$ cat src/rtl/shift_deserializer_pkg.sv
// Shared definitions for the shift register family: FSM state encoding and
// serial bit-order constants used by the serializer and the deserializer.
package shift_defs;

  typedef enum logic {
    ST_IDLE  = 1'b0,
    ST_SHIFT = 1'b1
  } state_t;

  localparam logic DIR_LSB = 1'b0;
  localparam logic DIR_MSB = 1'b1;

endpackage

$ cat src/rtl/shift_deserializer.sv
// Serial-to-parallel receiver: gathers WIDTH strobed bits (LSB- or MSB-first)
// into a word and offers it on a single-entry valid/ready output buffer.
module shift_deserializer
  import shift_defs::*;
#(
  parameter int WIDTH = 4
) (
  input  logic             clk,
  input  logic             rst_n,
  input  logic             s_din,
  input  logic             s_valid,
  input  logic             msb_first,
  input  logic             clear,
  output logic [WIDTH-1:0] p_dout,
  output logic             p_valid,
  input  logic             p_ready,
  output logic             busy,
  output logic             overrun
);

  localparam int CW = $clog2(WIDTH + 1);
  localparam logic [CW-1:0] LAST = CW'(WIDTH - 1);

  state_t           state, state_nxt;
  logic [CW-1:0]    count, count_nxt;
  logic [WIDTH-1:0] sh, sh_nxt;
  logic [WIDTH-1:0] shifted;
  logic [WIDTH-1:0] p_dout_nxt;
  logic             dir, dir_nxt;
  logic             bit_dir;
  logic             p_valid_nxt;
  logic             overrun_nxt;
  logic             consume;

  // Bit order is taken live from msb_first on the first bit, then from the latched dir.
  always_comb begin
    bit_dir = (state == ST_IDLE) ? msb_first : dir;
    if (bit_dir == DIR_MSB) begin
      shifted = {sh[WIDTH-2:0], s_din};
    end else begin
      shifted = {s_din, sh[WIDTH-1:1]};
    end
  end

  assign consume = p_valid && p_ready;

  // Next-state, assembly and output-buffer decisions; clear overrides everything.
  always_comb begin
    state_nxt   = state;
    count_nxt   = count;
    sh_nxt      = sh;
    dir_nxt     = dir;
    p_dout_nxt  = p_dout;
    p_valid_nxt = p_valid;
    overrun_nxt = overrun;
    if (clear) begin
      state_nxt   = ST_IDLE;
      count_nxt   = '0;
      sh_nxt      = '0;
      dir_nxt     = DIR_LSB;
      p_valid_nxt = 1'b0;
      overrun_nxt = 1'b0;
    end else begin
      if (consume) begin
        p_valid_nxt = 1'b0;
      end
      if (s_valid) begin
        sh_nxt = shifted;
        if (state == ST_IDLE) begin
          dir_nxt = msb_first;
        end
        if (count == LAST) begin
          state_nxt = ST_IDLE;
          count_nxt = '0;
          if (!p_valid || p_ready) begin
            p_dout_nxt  = shifted;
            p_valid_nxt = 1'b1;
          end else begin
            overrun_nxt = 1'b1;
          end
        end else begin
          state_nxt = ST_SHIFT;
          count_nxt = count + CW'(1);
        end
      end
    end
  end

  // FSM state register.
  always_ff @(posedge clk or negedge rst_n) begin
    if (!rst_n) begin
      state <= ST_IDLE;
    end else begin
      state <= state_nxt;
    end
  end

  // Datapath and output buffer registers.
  always_ff @(posedge clk or negedge rst_n) begin
    if (!rst_n) begin
      count   <= '0;
      sh      <= '0;
      dir     <= DIR_LSB;
      p_dout  <= '0;
      p_valid <= 1'b0;
      overrun <= 1'b0;
    end else begin
      count   <= count_nxt;
      sh      <= sh_nxt;
      dir     <= dir_nxt;
      p_dout  <= p_dout_nxt;
      p_valid <= p_valid_nxt;
      overrun <= overrun_nxt;
    end
  end

  assign busy = (state == ST_SHIFT);

  // The counter never reaches WIDTH; it returns to zero on the completing bit.
  a_count_range : assert property (@(posedge clk) disable iff (!rst_n) count <= LAST);

  // IDLE and a zero bit count always go together.
  a_state_count : assert property (@(posedge clk) disable iff (!rst_n)
    (state == ST_IDLE) == (count == '0));

  // A word waiting for the consumer is never overwritten.
  a_hold_stable : assert property (@(posedge clk) disable iff (!rst_n)
    (p_valid && !p_ready && !clear) |=> ($stable(p_dout) && p_valid));

endmodule

$ cat config.mk
export PLATFORM = sky130hd
export DESIGN_NAME = shift_deserializer
export DESIGN_NICKNAME = d
export VERILOG_FILES = /design/src/rtl/shift_deserializer_pkg.sv /design/src/rtl/shift_deserializer.sv
export SDC_FILE = /design/constraint.sdc
export NUM_CORES = 1
export LEC_CHECK = 0
export ABC_AREA = 1
export CORE_MARGIN = 3
export CORE_UTILIZATION = 40
export DETAILED_ROUTE_END_ITERATION = 7
export PLACE_DENSITY = 0.67
export SLEW_MARGIN = 20
export SYNTH_ARGS = -nofsm -noshare
export SYNTH_HDL_FRONTEND = slang
export SYNTH_SLANG_ARGS = --single-unit
$ cat constraint.sdc
create_clock -name clk -period 0.95 [get_ports clk]
set_input_delay 0.1425 -clock clk [delete_from_list [all_inputs] [get_ports clk]]
set_output_delay 0.1425 -clock clk [all_outputs]
set_load 0.05 [all_outputs]
==> flow_summary.ini, run 1 <==
[synthesis]
syn_area_per_cell_um2 = 8.366
syn_inst = 86
syn-num-nets = 94
synth_top_area_cell = dfrtp_1
synthMuxAreaShare = 0
seq_area_frac_synth = 0.5217
syn_area_um2 = 719.4
yosys_warnings = 0
yosysTopAreaCellShare = 0.5217
synthXorXnorAreaFrac = 0
yosys-top-cells-area = dfrtp_1 (52%), nand2_1 (18%), nand3_1 (7.0%)
ys_types = 16
synth_seq_cells = 15
synthSimpleGateAreaFrac = 0.3496
synth_compound_area_frac = 0.05391
synth_fa_ha_area_frac = 0.01739
synth_top_family_by_area = simple AND/OR/NAND/NOR gates

[layout]
fillers = 97
num_antenna_cells = 0
fin_cells = 138
nets = 123
multi_input_area_um2 = 434.2
seq_area_um2 = 377.9
area_growth_pct = 71.30
layout-drive-gt1-share = 0.5175
finalCoreUtilization = 0.7732

[place]
port_buffers = 13
place_congestion = 0.7685
dp_hpwl_mm = 1.250
dpl.cell_count = 130

[sta]
fin_ws_ns = -0.1623
setup_viol = 21
fmax_ghz = 0.8990
final_hold_viol_count = 0
hold_slack_ns = 0.1836
rsz0062_at_grt = true
fin_crit_sh = 1.171
drv_slew = 0
fin_setup_tns_ns = -1.622
slew_headroom = 0.8293
skew_ns = 0.004382
period_minus_slack_ns = 1.112
worstMarginPinSlew_ns = 0.2560

[setup_path]
cp-start-kind = flop
cp_cell_sequence = buf_6 > buf_12
end_kind = primary output
critPathMaxFanout = 2
cp_num_buf_inv = 2
cpLargestDelayFamily = flip-flops
critPathMaxStageDelay_ns = 0.43
critPathSlowestCell = dfrtp_2
cp.required_ns = 0.81
crit_type = reg2out
cp.arrival_ns = 0.97

[clock_network]
hold_buffers = 0
cts_max_level = 1
clock_path_buffers = 2
tritoncts = done
clk_pin_slew_ns = 0.09
cts_buffers = 3
cts.sinks = 15
clk_latency_ns = 0.28
ctsRootBufferMaster = clkbuf_4

[global_routing]
grt_first_pass_wirelength_mm = 2.884
grt_util_all_layers = 0.1543
busiest_layer = met2
met3_usage = 0.04294
grt_pass1_vias = 679
grt_max_degree = 16
antenna_found_initial = 0
met1_usage = 0.1713
gr-total-overflow = 0
grt_use_met2 = 0.2913

[status]
status = complete, but fails checks
failed_checks = negative setup slack

[floorplanning]
dieArea_mm2 = 0.002344
dieWidth_um = 48.41
ios = 14
rows = 14
start_util = 0.4513
die_h_um = 48.41
coreArea_mm2 = 0.001594

[pwr]
netSwitchingPower_mw = 0.4465
p_seq_frac = 0.482
p_int_mw = 1.015
pwr-share-clk = 0.252
vdd_drop_max_mv = 0.8716
combPwrFrac = 0.266
power.share.switching = 0.3055
p_leak_nw = 0.5933
p_per_area_mw_per_mm2 = 1186

[routing]
viasPerCell = 4.877
ant_nets = 0
drt_first_pass_iters = 4
drt-initial-drc-count = 9
num_vias = 673
wl_per_cell_um = 13.41
remaining_drc_errors = 0
totalWireLength_mm = 1.850

[job]
maxCapViolCount = 0

[min_path]
holdCritPathClass = in2async
[cell type report]
cell class | count | share of cell area
Timing Repair Buffer | 24 | 0.2538
Inverter | 11 | 0.04162
Clock buffer | 4 | 0.02132
Multi-Input combinational cell | 60 | 0.3523
Sequential cell | 15 | 0.3066
Tap cell | 24 | 0.02437
[cells by family (layout without fill, tap and decap cells)]
family | Yosys count | after routing
simple gates | 52 | 52
flops | 15 | 15
buf+inv | 11 | 39
compound gates | 7 | 7
fa+ha+maj | 1 | 1
[state kept, by name, summed over array words and instances (netlist names)]
signal	flops
count	3
sh	4
dir	1
p_dout	4
busy	1
overrun	1
p_valid	1
[cell usage in the layout, fill, tap and decap left out, drive strengths merged]
master,Yosys,layout
nor2,4,4
a22o,1,1
nand3,11,11
nor3,1,1
inv,11,11
clkdlybuf4s50,0,5
buf,0,18
clkbuf,0,4
nand2,36,36
a21oi,1,1
o21ai,5,5
ha,1,1
dfrtp,15,15
dlygate4sd2,0,1
[power groups by stage]
stage / registers, mW / logic [mW] / clock network, mW
global route: 0.708 / 0.414 / 0.397
global placement: 0.711 / 0.307 / 0
CTS: 0.701 / 0.334 / 0.377
floorplan: 0.759 / 0.0886 / 0
finish: 0.704 / 0.388 / 0.369
detailed placement: 0.714 / 0.313 / 0
[cells in the mapped netlist]
cell	count
a22o_1	1
o21ai_1	4
nor2_8	1
nand3_1	10
nand2_4	1
nand2_1	35
inv_2	1
nor3_1	1
inv_1	10
nor2_4	1
a21oi_1	1
o21ai_0	1
dfrtp_1	15
nand3_2	1
nor2_2	2
ha_1	1
[routing by layer]
layer / routed length (um) / vias up
li1: - / 325
met1: 705 / 333
met2: 1046 / 13
met3: 74 / 2
met4: 25 / 0
met5: 0 / -
[worst paths after layout]
path / from / endpoint / slack (ns) / cells after the start
worst max register to register: busy / sh[1] / -0.14 / 7
worst min-delay path: rst_n / sh[3] / 0.18 / 2
min in group clk: clear / busy / 0.45 / 4
worst min register to register: sh[3] / sh[3] / 0.53 / 2
worst max-delay path: busy / busy / -0.16 / 2
max in group asynchronous: rst_n / p_valid / 0.63 / 2
[per-stage QoR]
step	power [mW]	cell area [um2]	worst slack, ns
after floorplan	0.8472	742.0	-0.07732
after global placement	1.019	1037	-0.2903
after detailed placement	1.027	1037	-0.3327
after CTS	1.412	1106	-0.1534
after global routing	1.519	1232	-0.2006
final	1.462	1232	-0.1623
[timing repair]
action,CTS,global route
gates resized for setup,8,28
setup buffers,2,2
cloned,0,0
endpoints found under the setup margin,20,22
pin swaps,1,6
(Power assumes the default switching activity.)
==> run 2: changes to the inputs <==
--- a/config.mk
+++ b/config.mk
@@ -10,7 +10,6 @@
 export CORE_UTILIZATION = 40
 export DETAILED_ROUTE_END_ITERATION = 7
 export PLACE_DENSITY = 0.67
-export SLEW_MARGIN = 20
 export SYNTH_ARGS = -nofsm -noshare
 export SYNTH_HDL_FRONTEND = slang
 export SYNTH_SLANG_ARGS = --single-unit
==> results of run 2 <==
Same layout as run 1: the final DEF is identical, and so are final timing and power.
==> run 3: changes to the inputs <==
--- a/config.mk
+++ b/config.mk
@@ -9,7 +9,6 @@
 export CORE_MARGIN = 3
 export CORE_UTILIZATION = 40
 export DETAILED_ROUTE_END_ITERATION = 7
-export PLACE_DENSITY = 0.67
 export SYNTH_ARGS = -nofsm -noshare
 export SYNTH_HDL_FRONTEND = slang
 export SYNTH_SLANG_ARGS = --single-unit
==> constraint.sdc (replaced) <==
create_clock -name clk -period 1.4 [get_ports clk]
set_input_delay 0.21 -clock clk [delete_from_list [all_inputs] [get_ports clk]]
set_output_delay 0.21 -clock clk [all_outputs]
set_load 0.05 [all_outputs]
==> flow_summary.ini, run 3 (synthesis gave the netlist of run 1 again) <==
[routing]
wl_met1_um = 594
remaining_drc_errors = 0
top_layer_used = met4
totalWireLength_mm = 1.334
ant_nets = 0
drt-initial-drc-count = 5
dr_wl_met2_um = 650
viasPerCell = 4.837
wl_met3_um = 61
wl_per_cell_um = 10.34
drt_first_pass_iters = 5
num_vias = 624

[clock_network]
tritoncts = done
cts_max_level = 1
clk_latency_ns = 0.28
hold_buffers = 0
cts_resized = 0
clk_pin_slew_ns = 0.09
clock_path_buffers = 2
cts.sinks = 15
cts_buffers = 3
ctsRootBufferMaster = clkbuf_4
post-cts-setup-buffers = 0

[setup_path]
cp.required_ns = 1.58
cp.arrival_ns = 1.31
crit_type = reg2reg
critPathMaxFanout = 4
cp-start-kind = flop
rrSetupSlack_ns = 0.27
end_kind = flop

[layout]
mostFrequentLayoutCells = nand2_1 (35), dfrtp_1 (15), inv_1 (10), nand3_1 (10), buf_12 (7)
final_area_um2 = 991.0
num_antenna_cells = 0
nets = 114
fillers = 137
final_common_cell = nand2_1
area_growth_pct = 37.74
layout-drive-gt1-share = 0.1810
reg_top3 = p_dout (4), sh (4), count (3)

[place]
place_area_um2 = 964.7
place_congestion = 0.8688
dp_hpwl_mm = 1.070
port_buffers = 13

[job]
maxCapViolCount = 0

[floorplanning]
start_util = 0.4513
dieWidth_um = 48.41
ios = 14
rows = 14
dieArea_mm2 = 0.002344
die_h_um = 48.41
coreArea_mm2 = 0.001594

[global_routing]
grt_max_degree = 16
grt_pass1_vias = 590
antenna_found_initial = 0
gr-total-overflow = 0
grt_first_pass_wirelength_mm = 2.456
grt_util_all_layers = 0.1350

[status]
status = completed

[sta]
fmax_ghz = 0.8877
worstMarginPinSlew_ns = 0.2878
fin_crit_sh = 0.8046
drv_slew = 0
rsz0062_at_grt = false
fin_setup_tns_ns = 0
slew_headroom = 0.8079
skew_ns = 0.002792
period_minus_slack_ns = 1.126
setup_viol = 0
final_hold_viol_count = 0

[pwr]
p_leak_nw = 0.5221
total_power_mw = 0.9020
vdd_drop_max_mv = 0.4483
p_per_area_mw_per_mm2 = 910.3

[min_path]
holdCritPathClass = in2async
[run 3: where the power goes]
group	total, mW	internal, mW	switching, mW
Combinational	0.182	0.0811	0.101
Sequential	0.475	0.455	0.0200
Clock	0.246	0.110	0.135
[run 3: layout make-up]
cell class / count / area (um2) / area share
clock buffer: 4 / 26.28 / 0.02652
inverter: 11 / 41.29 / 0.04167
multi-input combinational: 60 / 302.8 / 0.3056
sequential: 15 / 375.4 / 0.3788
tap: 24 / 30.03 / 0.03030
timing repair buffer: 15 / 215.2 / 0.2172
[run 3: critical path, cell delays in order, from the launching register on]
cell     delay [ns]
dfrtp_1        0.38
ha_1           0.17
inv_1          0.06
nor2_2         0.15
nand3_2        0.13
nand2_1        0.09
nand2_1        0.05
[run 3: per-layer routing]
layer  track usage  up-vias
li1              -      313
met1        0.1859      292
met2        0.1927       15
met3       0.03067        4
met4       0.08057        0
met5             0        -
[run 3: stage by stage]
step,setup WS [ns],instances,hold slack [ns],utilization
floorplan,0.1911,86,-0.08559,-
global placement,0.03608,125,0.4646,0.6052
detailed placement,0.003261,125,0.4781,0.6052
CTS,0.2479,129,0.2415,0.6217
global route,0.1480,129,0.2477,0.6217
finish,0.2735,129,0.2345,0.6217
[run 3: worst paths after layout]
| kind | startpoint | end | cells after the start |
|---|---|---|---|
| max | count[0] | p_dout[2] | 6 |
| min | rst_n | p_dout[1] | 2 |
| max reg2reg | count[0] | p_dout[2] | 6 |
| min reg2reg | count[0] | count[0] | 1 |
| max in group asynchronous | rst_n | count[1] | 2 |
| min in group clk | count[0] | count[0] | 1 |
